**src/rtl/imm_gen_stage.sv**
```systemverilog
// Registered immediate generator (I/S/B/U/J, plus shamt/zimm when IMM_EXT_MODES_EN is defined); 1-cycle latency.
// Back-pressure: a main register plus one skid entry; in_ready is registered and drops only when both are full.
module imm_gen_stage #(
   parameter int XLEN  = 64,
   parameter int TAG_W = 5
) (
   input  logic             clk,
   input  logic             rst_n,
   input  logic             in_valid,
   output logic             in_ready,
   input  logic [31:0]      Instr,
   input  logic [2:0]       ImmSrc,
   input  logic [XLEN-1:0]  PC,
   input  logic [TAG_W-1:0] in_tag,
   output logic             out_valid,
   input  logic             out_ready,
   output logic [XLEN-1:0]  ImmExt,
   output logic [XLEN-1:0]  PCImm,
   output logic             out_illegal,
   output logic [TAG_W-1:0] out_tag
);

   typedef struct packed {
      logic [XLEN-1:0]  imm;
      logic [XLEN-1:0]  pc_imm;
      logic             illegal;
      logic [TAG_W-1:0] tag;
   } item_t;

   typedef enum logic [1:0] {EMPTY, ONE, FULL} state_t;

   state_t      state, state_nx;
   item_t       main_q, skid_q, new_item;
   logic        load_main, load_skid, skid_to_main, accept;
   logic [31:0] imm32;
   logic        sext, illegal;
   logic [XLEN-1:0] imm_ext;
   logic        unused_opcode;

   assign unused_opcode = ^Instr[6:0];
   assign accept        = in_valid & in_ready;

   // imm32 is already sign-extended to 32 bits for the signed formats
   always_comb begin
      imm32   = '0;
      sext    = 1'b1;
      illegal = 1'b0;
      case (ImmSrc)
         3'b000: imm32 = {{20{Instr[31]}}, Instr[31:20]};
         3'b001: imm32 = {{20{Instr[31]}}, Instr[31:25], Instr[11:7]};
         3'b010: imm32 = {{19{Instr[31]}}, Instr[31], Instr[7], Instr[30:25], Instr[11:8], 1'b0};
         3'b011: imm32 = {Instr[31:12], 12'b0};
         3'b100: imm32 = {{11{Instr[31]}}, Instr[31], Instr[19:12], Instr[20], Instr[30:21], 1'b0};
`ifdef IMM_EXT_MODES_EN
         3'b101: begin
            sext  = 1'b0;
            imm32 = (XLEN == 64) ? {26'b0, Instr[25:20]} : {27'b0, Instr[24:20]};
         end
         3'b110: begin
            sext  = 1'b0;
            imm32 = {27'b0, Instr[19:15]};
         end
`endif
         default: illegal = 1'b1;
      endcase
   end

   always_comb begin
      if (sext) imm_ext = XLEN'($signed(imm32));
      else      imm_ext = XLEN'(imm32);
   end

   assign new_item = '{imm: imm_ext, pc_imm: PC + imm_ext, illegal: illegal, tag: in_tag};

   always_comb begin
      state_nx     = state;
      load_main    = 1'b0;
      load_skid    = 1'b0;
      skid_to_main = 1'b0;
      case (state)
         EMPTY: begin
            if (accept) begin
               state_nx  = ONE;
               load_main = 1'b1;
            end
         end
         ONE: begin
            if (accept && !out_ready) begin
               state_nx  = FULL;
               load_skid = 1'b1;
            end else if (accept) begin
               load_main = 1'b1;
            end else if (out_ready) begin
               state_nx = EMPTY;
            end
         end
         FULL: begin
            if (out_ready) begin
               state_nx     = ONE;
               skid_to_main = 1'b1;
            end
         end
         default: state_nx = EMPTY;
      endcase
   end

   always_ff @(posedge clk or negedge rst_n) begin
      if (!rst_n) begin
         state    <= EMPTY;
         in_ready <= 1'b1;
         main_q   <= '0;
         skid_q   <= '0;
      end else begin
         state    <= state_nx;
         in_ready <= (state_nx != FULL);
         if (load_main)         main_q <= new_item;
         else if (skid_to_main) main_q <= skid_q;
         if (load_skid)         skid_q <= new_item;
      end
   end

   assign out_valid   = (state != EMPTY);
   assign ImmExt      = main_q.imm;
   assign PCImm       = main_q.pc_imm;
   assign out_illegal = main_q.illegal;
   assign out_tag     = main_q.tag;

endmodule

```
**config.mk**
```make
export PLATFORM = sky130hd
export DESIGN_NAME = imm_gen_stage
export DESIGN_NICKNAME = d
export VERILOG_FILES = /design/src/rtl/imm_gen_stage.sv
export SDC_FILE = /design/constraint.sdc
export NUM_CORES = 1
export LEC_CHECK = 0
export CORE_UTILIZATION = 29
export CTS_CLUSTER_SIZE = 28
export DETAILED_ROUTE_END_ITERATION = 8
export GPL_TIMING_DRIVEN = 0
export RECOVER_POWER = 50
export SYNTH_ARGS = -nofsm -noshare
export SYNTH_HDL_FRONTEND = slang
export SYNTH_SLANG_ARGS = --single-unit
```
**constraint.sdc**
```tcl
create_clock -name clk -period 3 [get_ports clk]
set_clock_uncertainty 0.05 [all_clocks]
set_input_delay 0.6 -clock clk [delete_from_list [all_inputs] [get_ports clk]]
set_output_delay 0.6 -clock clk [all_outputs]
set_load 0.02 [all_outputs]
```
==> metrics <==
Top Ports=244; final setup margin=-0.7181 ns; Min-Delay Path Class=register to register; Mapped Area=0.01298 mm^2; antenna violations before repair=2; share of layout cells above drive strength 1=0.2501; vias in the first global route=12820; max-cap violation count=1; share of the synthesized area in the top cell type=0.3971; # clock sinks=207; violated checks=max-capacitance violations, max-slew violations, negative setup slack; largest net degree at the start of global routing=120; CP Capture Type=register; CP arrival=4.09 ns; via count=13540; WL per Instance=20.88 um; Clock Root Buffer=clkbuf_16; Routed Antenna Nets=0; WS Path Type=input port to register; ys async rst share=1.000; Max FO, Critical Path=6; CTS clk-pin slew, worst paths=0.06 ns; Place WS=-2.154 ns; power density over the cells=816.3 mW/mm^2; Max Clk Rate=269.0 MHz; clock latency at the later pin of the worst-skew pair=0.55 ns; setup total negative slack=-31.58 ns; syn nets=1752; # H-tree levels=1; cell taking the most area after synthesis=dfrtp_1; most frequent cells after synthesis=nand2_1 (344), dfrtp_1 (206), nor2_1 (128); DIE WIDTH=213.6 um; DIE HEIGHT=213.6 um; CTS Hold Bufs=0; Hold WS=0.4180 ns; Max clock buf depth=3; total power=15.86 mW; register bit total from synthesis=207; static leakage=8.213 nW; Post-synth EDFFs=0; Area contributors post-synth=dfrtp_1 (40%), nand2_1 (9.9%), a21oi_1 (4.3%), o21ai_0 (4.2%), nor2_1 (3.7%); Total GRT Usage=0.2265; Slew headroom=-0.5827; fin cells=2565; layout net count=2093; Unique masters post-synth=70; first-pass GRT wire length=77.69 mm; CTS buffer count=24; Slew @ Worst Pin=2.374 ns; Final period util=1.239; met3 wire length=4.228 mm; RD Place Congestion=0.9394; top-count cell post-synth=nand2_1; Placed Instances=2412; final setup violation count=86; CTS tree=yes; Synth-to-Final Area Change=49.70%; Ys Warns=0; status=finished, violations left; Final Critical Period=3.718 ns; Initial Util=0.2935; total grt overflow=0; Std-Cell Rows=77; Avg Vias per Cell=5.279; Iteration-0 DRC Markers=981; final slew viol count=90; Synth Flop Type=dfrtp_1; top sig layer=met4; final hold violation count=0; RSZ-0062 raised after global routing=true; Core ar.=0.04422 mm^2; Avg Inst Size Synth=8.052 um^2; register area share after synthesis=0.3992; Mapped Cells=1612; met2 WL=24.01 mm; dpl hpwl=39.44 mm; M1 WL=23.48 mm; full die area=0.04561 mm^2; # DRC=0; critical path launch point type=input port; PortBufs=207; WL final=53.55 mm; Required @ worst endpoint=3.37 ns; DRT Pass-1 Iters=5; worst vdd ir=0.3952 mV
-- kinds of logic (layout without fill, tap and decap cells) --
kind of cell | Yosys count | count (layout) | share of synthesized area
flops | 207 | 207 | 0.3992
mux | 37 | 37 | 0.03094
compound gates | 411 | 411 | 0.1971
xor+xnor | 70 | 70 | 0.04723
simple gates | 674 | 675 | 0.2300
other cells | 0 | 2 | 0
fa+ha+maj | 32 | 32 | 0.03142
buf+inv | 181 | 539 | 0.06410
-- cell usage in the layout, fill, tap and decap left out, types with 13 or more instances in the layout --
cell type,synthesis,layout
nor3_1,35,25
a21oi_1,111,66
inv_2,0,19
buf_4,34,113
nand2_1,344,335
inv_1,35,15
o21ai_1,4,45
nand3_1,40,36
and3_1,34,33
a21o_1,24,24
a22oi_1,47,43
clkbuf_1,83,75
a31oi_1,27,25
nor2_2,2,14
xnor2_2,0,19
a21oi_2,0,30
clkbuf_16,0,24
dfrtp_1,206,205
buf_1,19,13
clkdlybuf4s50_1,0,175
a21oi_4,0,15
nor2_1,128,113
o21ai_2,0,13
nand4_1,18,18
buf_6,2,26
ha_4,0,28
dlygate4sd3_1,0,23
xnor2_1,53,27
o21ai_0,110,54
mux2_2,25,24
buf_2,8,14
o22ai_1,17,16
-- per-layer routing --
layer,GRT usage,vias to the layer above
met4,0.07906,0
met1,0.3116,6533
met2,0.3547,612
li1,-,6276
met3,0.04247,119
met5,0,-
-- power by group --
group	internal [mW]	switching, mW	total [mW]
clock	2.01	1.31	3.32
combinational	3.44	4.12	7.57
sequential	4.12	0.862	4.98
total	9.57	6.29	15.9
-- timing repair --
action,4_1_cts,5_1_grt
setup buffers,62,54
pin swaps,73,89
gates resized for setup,208,118
setup endpoints to repair,143,98
cloned,2,1
-- final cells by class --
cell class | count | area [um^2]
buffer | 143 | 797.0
antenna | 2 | 5.005
tap | 592 | 740.7
fill | 4231 | 24790
sequential | 207 | 5182
multi-input combinational | 1225 | 8647
inverter | 35 | 135.1
clock buffer | 31 | 666.9
timing repair buffer | 317 | 3040
clock inverter | 13 | 216.5
-- metrics by stage --
| step | instance area (um^2) | utilization |
|---|---|---|
| after detailed placement | 16350 | 0.3698 |
| after CTS | 18610 | 0.4207 |
| after floorplan | 13510 | - |
| after global placement | 16320 | 0.3691 |
| final | 19430 | 0.4394 |
| after global routing | 19430 | 0.4394 |
-- sequential cells by signal (all words and copies together) (netlist names) --
signal,cells
ImmExt,32
in_ready,1
out_illegal,1
state,2
skid_q,102
out_tag,5
PCImm,64
-- final timing paths --
kind | startpoint | endpoint | slack [ns] | cells past startpoint
min in group asynchronous | rst_n | PCImm[36] | 0.66 | 1
hold reg to reg | out_tag[0] | out_tag[0] | 0.42 | 2
setup / recovery | ImmSrc[1] | PCImm[50] | -0.72 | 21
setup reg to reg | in_ready | skid_q[96] | 0.12 | 5
hold / removal | out_tag[0] | out_tag[0] | 0.42 | 2
max in group asynchronous | rst_n | ImmExt[62] | 0.12 | 2
-- critical path: stages --
cell and delay, ns:
buf_12 0.12, and2_4 0.16, buf_8 0.12, nor3_4 0.25
buf_8 0.18, buf_12 0.12, a21oi_4 0.04, inv_2 0.10
ha_4 0.24, nand4_1 0.19, inv_1 0.09, a211oi_2 0.30
o22ai_2 0.14, a2111o_1 0.47, nand4_1 0.20, buf_6 0.15
a21oi_4 0.05, mux2i_1 0.18, xor2_1 0.16, buf_4 0.16
a21oi_2 0.05
Note: power is estimated with default switching activity, not from simulation.
